`src/rtl/wbl_load_ctrl.sv`:
```
// wbl_load_ctrl: starts wbl_key_gen, then walks NUM_ROWS WBL addresses and writes each row to the array.
// Define WBL_LOAD_TIMEOUT_EN to bound the key-gen wait and report a sticky ERR on expiry.
module wbl_load_ctrl #(
  parameter int NUM_ROWS   = 64,
  parameter int SETTLE_CYC = 1,
  parameter int TIMEOUT    = 255
) (
  input  logic         CLK,
  input  logic         RST,
  input  logic         START,
  input  logic         ABORT,
  input  logic [127:0] KEY_IN,
  output logic         KG_START,
  output logic [127:0] KG_KIN,
  input  logic         KG_DONE,
  output logic [5:0]   KG_ADDR,
  output logic         WR_REQ,
  output logic [5:0]   WR_ADDR,
  input  logic         WR_ACK,
  output logic         BUSY,
  output logic         DONE,
  output logic         ERR
);

  localparam logic [2:0] IDLE   = 3'd0;
  localparam logic [2:0] KSTART = 3'd1;
  localparam logic [2:0] KWAIT  = 3'd2;
  localparam logic [2:0] SETTLE = 3'd3;
  localparam logic [2:0] WRITE  = 3'd4;
  localparam logic [2:0] FINISH = 3'd5;

  localparam logic [5:0] LAST_IDX  = 6'(NUM_ROWS - 1);
  localparam logic [3:0] SETTLE_LD = 4'(SETTLE_CYC);

  logic [2:0]   state_r, state_s;
  logic [5:0]   idx_r, idx_s;
  logic [5:0]   addr_r, addr_s;
  logic [3:0]   settle_r, settle_s;
  logic [127:0] key_r, key_s;
  logic         err_r, err_s;
  logic         kg_start_r, wr_req_r, busy_r, done_r;
`ifdef WBL_LOAD_TIMEOUT_EN
  localparam logic [7:0] TMO_LAST = 8'(TIMEOUT - 1);
  logic [7:0]   tmo_r, tmo_s;
`endif

  // Next-state and datapath update; ABORT outranks everything outside IDLE, including WR_ACK
  always_comb begin
    state_s  = state_r;
    idx_s    = idx_r;
    addr_s   = addr_r;
    settle_s = settle_r;
    key_s    = key_r;
    err_s    = err_r;
`ifdef WBL_LOAD_TIMEOUT_EN
    tmo_s    = tmo_r;
`endif
    if (ABORT && (state_r != IDLE)) begin
      state_s = IDLE;
    end else begin
      case (state_r)
        IDLE: begin
          if (START) begin
            state_s = KSTART;
            key_s   = KEY_IN;
            idx_s   = 6'd0;
            err_s   = 1'b0;
          end else begin
            state_s = IDLE;
          end
        end
        KSTART: begin
          state_s = KWAIT;
`ifdef WBL_LOAD_TIMEOUT_EN
          tmo_s   = 8'd0;
`endif
        end
        KWAIT: begin
          if (KG_DONE) begin
            state_s  = SETTLE;
            settle_s = SETTLE_LD;
            addr_s   = idx_r;
          end
`ifdef WBL_LOAD_TIMEOUT_EN
          else if (tmo_r == TMO_LAST) begin
            state_s = IDLE;
            err_s   = 1'b1;
          end else begin
            tmo_s = tmo_r + 8'd1;
          end
`else
          else begin
            state_s = KWAIT;
          end
`endif
        end
        SETTLE: begin
          if (settle_r <= 4'd1) begin
            state_s  = WRITE;
            settle_s = 4'd0;
          end else begin
            settle_s = settle_r - 4'd1;
          end
        end
        WRITE: begin
          // WR_ACK only matters here, which is exactly when WR_REQ is high
          if (WR_ACK) begin
            if (idx_r == LAST_IDX) begin
              state_s = FINISH;
            end else begin
              state_s  = SETTLE;
              idx_s    = idx_r + 6'd1;
              addr_s   = idx_r + 6'd1;
              settle_s = SETTLE_LD;
            end
          end else begin
            state_s = WRITE;
          end
        end
        FINISH: begin
          state_s = IDLE;
        end
        default: begin
          state_s = IDLE;
        end
      endcase
    end
  end

  // State registers; outputs are decoded from the next state so they line up with the state
  always_ff @(posedge CLK or posedge RST) begin
    if (RST) begin
      state_r    <= IDLE;
      idx_r      <= 6'd0;
      addr_r     <= 6'd0;
      settle_r   <= 4'd0;
      key_r      <= 128'd0;
      err_r      <= 1'b0;
      kg_start_r <= 1'b0;
      wr_req_r   <= 1'b0;
      busy_r     <= 1'b0;
      done_r     <= 1'b0;
`ifdef WBL_LOAD_TIMEOUT_EN
      tmo_r      <= 8'd0;
`endif
    end else begin
      state_r    <= state_s;
      idx_r      <= idx_s;
      addr_r     <= addr_s;
      settle_r   <= settle_s;
      key_r      <= key_s;
      err_r      <= err_s;
      kg_start_r <= (state_s == KSTART);
      wr_req_r   <= (state_s == WRITE);
      busy_r     <= (state_s != IDLE);
      done_r     <= (state_s == FINISH);
`ifdef WBL_LOAD_TIMEOUT_EN
      tmo_r      <= tmo_s;
`endif
    end
  end

  assign KG_START = kg_start_r;
  assign KG_KIN   = key_r;
  assign KG_ADDR  = addr_r;
  assign WR_ADDR  = addr_r;
  assign WR_REQ   = wr_req_r;
  assign BUSY     = busy_r;
  assign DONE     = done_r;
  assign ERR      = err_r;

endmodule
```
`config.mk`:
```
export PLATFORM = sky130hd
export DESIGN_NAME = wbl_load_ctrl
export DESIGN_NICKNAME = d
export VERILOG_FILES = /design/src/rtl/wbl_load_ctrl.sv
export SDC_FILE = /design/constraint.sdc
export NUM_CORES = 1
export LEC_CHECK = 0
export BUFFER_PORTS_ARGS = -buffer_cell sky130_fd_sc_hd__buf_2
export CAP_MARGIN = 20
export CORE_MARGIN = 2
export CORE_UTILIZATION = 50
export CTS_CLUSTER_DIAMETER = 80
export DETAILED_ROUTE_END_ITERATION = 8
export PLACE_DENSITY = 0.87
export SKIP_LAST_GASP = 1
export SLEW_MARGIN = 20
export SYNTH_ARGS = -nofsm -noshare
export SYNTH_HDL_FRONTEND = slang
export SYNTH_SLANG_ARGS = --single-unit
export TNS_END_PERCENT = 30
```
`constraint.sdc`:
```
create_clock -name CLK -period 8 [get_ports CLK]
set_input_delay 1.2 -clock CLK [delete_from_list [all_inputs] [get_ports CLK]]
set_output_delay 1.2 -clock CLK [all_outputs]
set_load 0.01 [all_outputs]
```
==> impl_metrics.ini <==
[synth]
synth-edff-count = 0
synth.top_cell.area_share_pct = 61.90
syn_inst = 676
synth-seq-cells = 151
yosys_most_used_dff = dfrtp_1
yosys_warnings = 0
syn_nets = 814
synth_top_area_cell = dfrtp_1
synthesis.area_um2 = 6105
ys_top_cells_by_area = dfrtp_1, nand2_1, clkbuf_1
synth_common_cells = nand2_1, dfrtp_1, clkbuf_1
synthMostInstantiatedCell = nand2_1
synth_cell_type_count = 51
avgSynthCellArea_um2 = 9.030
ys_seq_area_share_pct = 61.90
synth_async_sr_flop_share_pct = 100.0

[timing]
fin_ws_ns = 4.909
rsz0062_at_grt = false
relSlewSlack_pct = 40.45
drv_slew = 0
clock_skew_ns = 0.008733
period_share_pct = 38.64
hold_violations = 0
max_freq_mhz = 323.5
setup_tns_ns = 0
setup_violations = 0
tightest_slew_ns = 0.8933
period_minus_slack_ns = 3.091

[setup_path]
r2r_end = KG_KIN[46]
cp-start-kind = primary input
critPathArrivalTime_ns = 3.45
critPathMaxFanout = 85
r2r_setup_slack_ns = 5.08
crit_type = in -> reg
r2r_cells = 6
endpoint_kind = flip-flop
worstReg2RegStart = state_r[1]
cp.required_ns = 8.35

[place]
place_hpwl_mm = 10.69
pre_cts_ws_ns = 4.456
portBuffers = 277
gp_congestion = 0.8543

[clock_tree]
clockBufferDepth = 2
numCtsBuffers = 17
worst_skew_pair.late_latency_ns = 0.42
htree_levels = 4
cts.sinks = 151
clkSlewWorstSetupHoldPaths_ns = 0.06
cts_tree = yes
root_buffer = clkbuf_16
ctsHoldBuffers = 0
post_cts_buffers = 0
cts_resized = 0

[layout]
final_layout_size_suffix_gt1_share_pct = 34.56
post-route-util_pct = 68.12
syn2layout_area_growth_pct = 33.47
nets = 1074

[power]
p_leak_nw = 4.765
ir_worst_vdd_uv = 230.9
p_per_area_nw_per_um2 = 402.4
finalPower_mw = 3.278

[worst_hold_path]
hold_path.class = reg -> reg
hp-start = KG_KIN[47]
min_to = KG_KIN[47]
whs_path_depth = 2

[flow_run]
drv_cap = 0

[outcome]
outcome = finished, final reports clean

[global_route]
top_usage_layer = met2
use_met2_pct = 39.96
use_met1_pct = 29.47
antenna_found_initial = 2
grt_overflow = 0
grt_pass1_vias = 5215
grt_use_met3_pct = 7.888
grt_max_degree = 86
grt_pass1_wl_mm = 24.65
grtUsageTotal_pct = 24.21

[die]
core_area_um2 = 11960
fp.dieW_um = 114.5
row_count = 40
ioPinCount = 279
fp.dieH_um = 114.5
fp.dieArea_um2 = 13110
initial_utilization_pct = 51.04

[detailed_routing]
route.detailed.drc = 0
vias = 5376
avgRoutedWirePerCell_um = 14.10
vias_per_cell = 4.896
first_iter_violations = 384
drt-total-wl_mm = 15.49
postRouteAntennaNets = 0
first_pass_iters = 4
## layer usage
| layer | part of all wire (%) | vias up |
|---|---|---|
| li1 | - | 2609 |
| met1 | 40 | 2518 |
| met2 | 50 | 223 |
| met3 | 7.5 | 26 |
| met4 | 2.4 | 0 |
| met5 | 0 | - |
## sequential cells by signal, summed over array words and instances (netlist names), 3 cells and up
register  cells
KG_ADDR       6
KG_KIN      128
idx_r         6
settle_r      4
state_r       3
## final cells by class
type / instances / area [um^2]
fill: 942 / 3814
sequential: 151 / 3779
multi-input combinational: 471 / 2096
timing repair buffer: 280 / 1409
clock buffer: 19 / 452.9
tap: 147 / 183.9
clock inverter: 13 / 153.9
inverter: 15 / 68.82
antenna: 2 / 5.005
## placed cells by master, fill, tap and decap left out, types with 3 or more instances in the layout
master      count
a22o_1          3
buf_2         277
buf_4           3
bufinv_16       3
clkbuf_16      17
clkinv_2        5
clkinvlp_4      4
dfrtp_1       151
ha_1            4
inv_1          12
mux2_2          3
mux2_4          3
mux2i_1         3
nand2_1       391
nor2_1          9
o211ai_1        5
o21ai_0         5
## cells by family after synthesis
kind of cell / count (synthesis) / synth area share, %
flops: 151 / 61.90
mux: 9 / 1.783
simple gates: 419 / 26.71
fa+ha+maj: 5 / 0.9838
buf+inv: 54 / 3.976
xor+xnor: 3 / 0.4305
compound gates: 34 / 4.161
other cells: 1 / 0.06143
## worst max-delay path by stage
stage	startpoint	endpoint	slack, ns	cells after the start
global placement	START	KG_KIN[17]	4.44	6
finish	START	KG_KIN[46]	4.91	6
global route	START	KG_KIN[46]	4.60	6
detailed placement	START	KG_KIN[46]	4.46	6
CTS	START	KG_KIN[46]	4.89	6
floorplan	RST	BUSY	2.74	1
## critical path, cell delays in order
cell and delay, ns:
buf_2 0.12, nand3_4 0.49, inv_4 0.59, buf_4 0.72, nand2_1 0.15, nand2_1 0.10
## through the flow
| stage | hold slack, ns | area (um^2) | cells |
|---|---|---|---|
| after floorplan | 0.4709 | 6105 | 676 |
| after global placement | 0.4527 | 7536 | 1064 |
| after detailed placement | 0.4566 | 7536 | 1064 |
| after CTS | 0.4711 | 8143 | 1096 |
| after global routing | 0.4882 | 8148 | 1098 |
| final | 0.4690 | 8148 | 1098 |
## report_power, final
part,internal (mW),leakage [nW],total (mW),switching (mW)
registers,1.10,1.89,1.29,0.191
clock network,0.504,0.291,0.809,0.305
logic,0.446,2.59,1.18,0.731
Power figures use the tool's default switching activity.
